--- src/rtl/synth_seq_pkg.sv ---
// Shared types for the synth step sequencer.
// Holds the FSM states, the period floor and the pattern entry layout.
package synth_seq_pkg;

  typedef enum logic {
    IDLE = 1'b0,
    RUN  = 1'b1
  } state_e;

  localparam int MIN_PERIOD = 2;
  localparam int NOTE_W     = 12;

  typedef struct packed {
    logic              on;
    logic [NOTE_W-1:0] note;
  } step_t;

endpackage

--- src/rtl/seq_pattern_ram.sv ---
// Pattern store for the step sequencer.
// Register array with async clear, sync write and combinational read.
module seq_pattern_ram
  import synth_seq_pkg::*;
#(
  parameter int STEPS = 16,
  parameter int OSC_W = 12,
  localparam int AW = $clog2(STEPS)
) (
  input  logic          clk,
  input  logic          rst,
  input  logic          wr_en,
  input  logic [AW-1:0] wr_addr,
  input  logic [OSC_W:0] wr_data,
  input  logic [AW-1:0] rd_addr,
  output logic [OSC_W:0] rd_data
);

  logic [OSC_W:0] mem_q [STEPS];
  logic [OSC_W:0] mem_d [STEPS];

  always_comb begin
    mem_d = mem_q;
    if (wr_en) mem_d[wr_addr] = wr_data;
  end

  always_ff @(posedge clk or posedge rst) begin
    if (rst) begin
      for (int i = 0; i < STEPS; i++) mem_q[i] <= '0;
    end else begin
      mem_q <= mem_d;
    end
  end

  // Read sees pre-edge content, so a same-edge write is not visible to a load.
  assign rd_data = mem_q[rd_addr];

endmodule

--- src/rtl/synth_sequencer.sv ---
// Step sequencer feeding the synth voice.
// Plays a stored note pattern at a programmable tempo with a gated trig.
module synth_sequencer
  import synth_seq_pkg::*;
#(
  parameter int STEPS = 16,
  parameter int OSC_W = 12,
  parameter int PER_W = 24,
  localparam int AW = $clog2(STEPS)
) (
  input  logic             clk,
  input  logic             rst,
  input  logic             run,
  input  logic [PER_W-1:0] step_period,
  input  logic [PER_W-1:0] gate_len,
  input  logic [AW-1:0]    length,
  input  logic             wr_en,
  input  logic [AW-1:0]    wr_addr,
  input  logic [OSC_W-1:0] wr_note,
  input  logic             wr_on,
  output logic             trig,
  output logic [OSC_W-1:0] osc_count,
  output logic [AW-1:0]    step_idx,
  output logic             step_strobe
);

  state_e           state_q, state_d;
  logic [PER_W-1:0] cnt_q, cnt_d;
  logic             trig_q, trig_d;
  logic [OSC_W-1:0] osc_q, osc_d;
  logic [AW-1:0]    idx_q, idx_d;
  logic             strobe_q, strobe_d;

  logic [PER_W-1:0] per_m1;
  logic [PER_W-1:0] cnt_inc;
  logic [AW-1:0]    idx_inc;
  logic [AW-1:0]    nxt_idx;
  logic [AW-1:0]    rd_addr;
  logic [OSC_W:0]   rd_data;
  logic             rd_on;
  logic [OSC_W-1:0] rd_note;
  logic             load;

  seq_pattern_ram #(
    .STEPS(STEPS),
    .OSC_W(OSC_W)
  ) u_ram (
    .clk    (clk),
    .rst    (rst),
    .wr_en  (wr_en),
    .wr_addr(wr_addr),
    .wr_data({wr_on, wr_note}),
    .rd_addr(rd_addr),
    .rd_data(rd_data)
  );

  assign rd_on   = rd_data[OSC_W];
  assign rd_note = rd_data[OSC_W-1:0];

  always_comb begin
    per_m1 = step_period - 1'b1;
    if (step_period < PER_W'(MIN_PERIOD)) per_m1 = PER_W'(MIN_PERIOD - 1);
    cnt_inc = cnt_q + 1'b1;
    idx_inc = idx_q + 1'b1;
    nxt_idx = (idx_q >= length) ? '0 : idx_inc;
    rd_addr = (state_q == RUN) ? nxt_idx : '0;
  end

  always_comb begin
    state_d  = state_q;
    cnt_d    = cnt_q;
    trig_d   = trig_q;
    osc_d    = osc_q;
    idx_d    = idx_q;
    strobe_d = 1'b0;
    load     = 1'b0;
    unique case (state_q)
      IDLE: begin
        if (run) begin
          state_d  = RUN;
          idx_d    = '0;
          cnt_d    = '0;
          strobe_d = 1'b1;
          load     = 1'b1;
        end
      end
      RUN: begin
        if (!run) begin
          state_d = IDLE;
          trig_d  = 1'b0;
          idx_d   = '0;
          cnt_d   = '0;
        end else begin
          cnt_d = cnt_inc;
          if (cnt_inc == gate_len) trig_d = 1'b0;
          if (cnt_q == per_m1) begin
            cnt_d    = '0;
            strobe_d = 1'b1;
            idx_d    = nxt_idx;
            load     = 1'b1;
          end
        end
      end
      default: state_d = IDLE;
    endcase
    // Rests keep the old pitch so the release tail does not jump.
    if (load) begin
      if (rd_on) begin
        osc_d  = rd_note;
        trig_d = (gate_len != '0);
      end else begin
        trig_d = 1'b0;
      end
    end
  end

  always_ff @(posedge clk or posedge rst) begin
    if (rst) begin
      state_q  <= IDLE;
      cnt_q    <= '0;
      trig_q   <= 1'b0;
      osc_q    <= '0;
      idx_q    <= '0;
      strobe_q <= 1'b0;
    end else begin
      state_q  <= state_d;
      cnt_q    <= cnt_d;
      trig_q   <= trig_d;
      osc_q    <= osc_d;
      idx_q    <= idx_d;
      strobe_q <= strobe_d;
    end
  end

  assign trig        = trig_q;
  assign osc_count   = osc_q;
  assign step_idx    = idx_q;
  assign step_strobe = strobe_q;

endmodule

--- config.mk ---
export PLATFORM = sky130hd
export DESIGN_NAME = synth_sequencer
export DESIGN_NICKNAME = d
export VERILOG_FILES = /design/src/rtl/synth_seq_pkg.sv /design/src/rtl/seq_pattern_ram.sv /design/src/rtl/synth_sequencer.sv
export SDC_FILE = /design/constraint.sdc
export NUM_CORES = 1
export LEC_CHECK = 0
export BUFFER_PORTS_ARGS = -buffer_cell sky130_fd_sc_hd__buf_2
export CORE_ASPECT_RATIO = 1.25
export CORE_MARGIN = 2
export CORE_UTILIZATION = 27
export CTS_BUF_LIST = sky130_fd_sc_hd__clkbuf_8
export DETAILED_ROUTE_END_ITERATION = 7
export SLEW_MARGIN = 30
export SYNTH_ARGS = -nofsm -noshare
export SYNTH_HDL_FRONTEND = slang
export SYNTH_SLANG_ARGS = --single-unit
--- constraint.sdc ---
create_clock -name clk -period 8.2 [get_ports clk]
set_clock_uncertainty 0.2 [all_clocks]
set_input_delay 1.64 -clock clk [delete_from_list [all_inputs] [get_ports clk]]
set_output_delay 1.64 -clock clk [all_outputs]
set_load 0.1 [all_outputs]
==> impl_metrics.toml <==
[route]
drc = 0
viasPerCell = 5.16
num_vias = 10829
routedWlPerCell_um = 18.8
drt.antenna.violating_nets = 0
finalWirelength_um = 39500
detail_route.iter0.violations = 906
dr.pass1.iters = 5

[synthesis]
syn_area_um2 = 13900
synth_top_family_by_area = "multiplexers"
synth_top_area_cell = "dfrtp_1"
async_reset_ff_share_pct = 100
yosys_warnings = 0
syn_inst = 1377
synth_edf_count = 0
yosys-top-cells-area = "dfrtp_1 (45%), mux2_2 (17%), nand2_1 (5.8%)"
yosys.area_share.adder_pct = 0.630
ys.flop_type = "dfrtp_1"
synth_seq_cells = 251
yosys.area_share.simple_pct = 17.6
synth_top_area_share_pct = 45.2
syn_avg_cell_area_um2 = 10.1
synth_seq_area_share_pct = 45.2
synth_mux_area_share_pct = 19.4
ys_types = 70
synth_xor_area_share_pct = 4.90
syn-num-nets = 1457
synth_compound_area_share_pct = 8.61

[setup_path]
reg2reg_from = "state_q"
path_max_fanout = 13
setup.worst_path.class = "in -> reg"
crit_required_ns = 8.42
crit_path_end_kind = "register"
startpoint = "step_period[0]"
startpoint_type = "primary input"
cp.arrival_ns = 5.73

[clock_tree]
postCtsSetupBuffers = 0
cts_tree = "yes"
ctsHoldBuffers = 0
postCtsResizedCells = 0
cts_root_buf = "clkbuf_8"
ctsLongestPathBuffers = 3
htree_levels = 2
clock_sinks = 251
cts_made_buffers = 44
cts.clk_slew.worst_paths_ns = 0.05
clk_latency_ns = 0.56

[power_and_ir_drop]
combPwrFrac_pct = 22.6
leakage_nw = 6.69
clkPwrFrac_pct = 30.3
power.density_nw_per_um2 = 221
peakVddDrop_v = 0.000315
p_seq_share_pct = 47.1
intPower_mw = 2.40
power_switching_mw = 1.09
swShare_pct = 31.3

[sta]
setup_viol = 0
finalCritPeriodShare_pct = 67.2
maxSlewHeadroom_pct = 33.7
max_freq_ghz = 0.181
setup_ws_ns = 2.69
timing.hold.ws_ns = 0.294
timing.final.hold_violations = 0
setup_tns_ns = 0
drv_slew = 0
fin_crit_ns = 5.51
worst_pin_slew_ns = 0.991
rsz0062_at_grt = "false"

[global_route]
grt_pass1_vias = 10651
antenna_found_initial = 7
grt_max_degree = 138
grt_pass1_wl_um = 61400
grt-ovfl-total = 0
grt_use_total_pct = 14.7

[finish]
multi_input_area_um2 = 7180
utilization_pct = 31.1
ff_latch_area_um2 = 6280
fillers = 5270
drive_gt1_share_pct = 27.8
finalNonFillerCells = 2097
area_growth_pct = 13.5
num-nets-final = 1501

[placed_design]
portBuffers = 90
post-place-ws_ns = 2.14
gp_congestion = 0.873
post-place-cells = 2032
dpl.hpwl_um = 25700

[flow_run]
cap_violations = 0

[die]
dieWidth_um = 207
core-area_um2 = 50600
io_pins = 91
fp.dieH_um = 258
die_area_um2 = 53300
floorplan.rows = 92
start_util_pct = 27.4

[worst_hold_path]
hold_path_class = "reg -> reg"
holdCritStartpoint = "u_ram.mem_q[146]"

[outcome]
outcome = "finished clean"
==> power groups by stage <==
stage                     clock (mW)  sequential (mW)  combinational, mW
after floorplan                    0             1.82              0.435
after global placement             0             1.65              0.774
after detailed placement           0             1.66              0.792
after CTS                       1.09             1.64              0.794
after global routing            1.15             1.68              0.855
final                           1.06             1.65              0.788
==> state kept, by name, summed over array words and instances, names as in the netlist <==
name and cells:
trig 1, state_q 1, u_ram.mem_q 208, cnt_q 24
step_strobe 1, osc_count 12, step_idx 4
==> cell type report <==
cell class,instances,share of cell area [%]
well taps,658,5.22
multi-input cells,995,45.5
clock buffers,50,4.36
clock inverters,13,0.508
inverters,20,0.500
diodes,1,0.0159
flip-flops and latches,251,39.8
repair buffers,109,4.02
==> per-stage QoR <==
stage	total power, mW	cell area, µm²
after global placement	2.42	14900
after floorplan	2.26	13900
after detailed placement	2.46	15000
after global routing	3.68	15800
final	3.49	15800
after CTS	3.53	15700
==> layer usage <==
layer  GRT usage, %  share of wire (%)
met5              0               0.19
met4           4.55                2.3
met3           2.78                6.4
met2           23.7                 47
met1           19.8                 44
==> cell usage after synthesis (all sizes together) (4+ instances only) <==
master / n
and2: 14
o211ai: 7
and3: 6
nand3b: 5
clkbuf: 85
nor2: 39
nand3: 122
xor2: 39
mux2i: 20
nor3b: 8
dfrtp: 251
o31ai: 19
mux2: 222
nand2b: 13
buf: 26
a31oi: 15
nand2: 216
inv: 19
xnor2: 31
nor4: 19
o21ai: 29
ha: 7
a311oi: 13
o31a: 6
or2: 4
nand4: 21
or3: 10
nor3: 19
a211oi: 27
a21oi: 18
==> critical path: stages <==
cell and delay (ns):
buf_2 0.14, inv_1 0.09, ha_1 0.29, nor3b_4 0.48, a21oi_1 0.14, or4b_4 0.51
a2111oi_4 0.38, o221ai_1 0.19, nor4_2 0.32, nand4_2 0.42, a21oi_4 0.72, mux2_2 0.41
==> cell usage in the layout (no fill, tap or decap), types with 3 or more instances in the layout <==
cell type / n
and2_1: 13
a211oi_1: 27
nor3_1: 18
nand2b_1: 13
nor2_1: 36
o21ai_0: 24
or3_1: 10
a31oi_1: 15
nand3b_1: 5
nand4_1: 20
inv_1: 28
a21oi_1: 17
o22ai_1: 3
and3_1: 6
xnor2_1: 31
xor2_1: 39
dfrtp_1: 251
buf_4: 14
o21ai_1: 5
mux2i_1: 20
a211o_1: 3
o31a_1: 6
xnor3_1: 3
o211a_1: 3
nor4_2: 5
a311oi_1: 13
mux2_1: 10
ha_1: 7
mux2_2: 212
or2_2: 4
nor3b_1: 6
nor2b_1: 3
o31ai_1: 19
nor4_1: 13
buf_2: 90
nand2_1: 215
o211ai_1: 7
clkbuf_8: 50
nand3_1: 120
==> worst paths after layout <==
kind,cells after the start,endpoint,slack (ns)
worst min register to register,1,u_ram.mem_q[146],0.29
worst max register to register,9,osc_count[2],3.54
max in group asynchronous,3,u_ram.mem_q[150],5.56
worst max-delay path,12,osc_count[10],2.69
worst min-delay path,1,u_ram.mem_q[146],0.29
min in group asynchronous,2,cnt_q[4],1.04
==> logic make-up after synthesis <==
logic type	Yosys count
multiplexers	242
AO/OA/AOI/OAI	166
flip-flops	251
XOR/XNOR	73
adder cells (fa/ha/maj)	7
buffers and inverters	131
AND/OR/NAND/NOR	507
(Power assumes the default switching activity.)
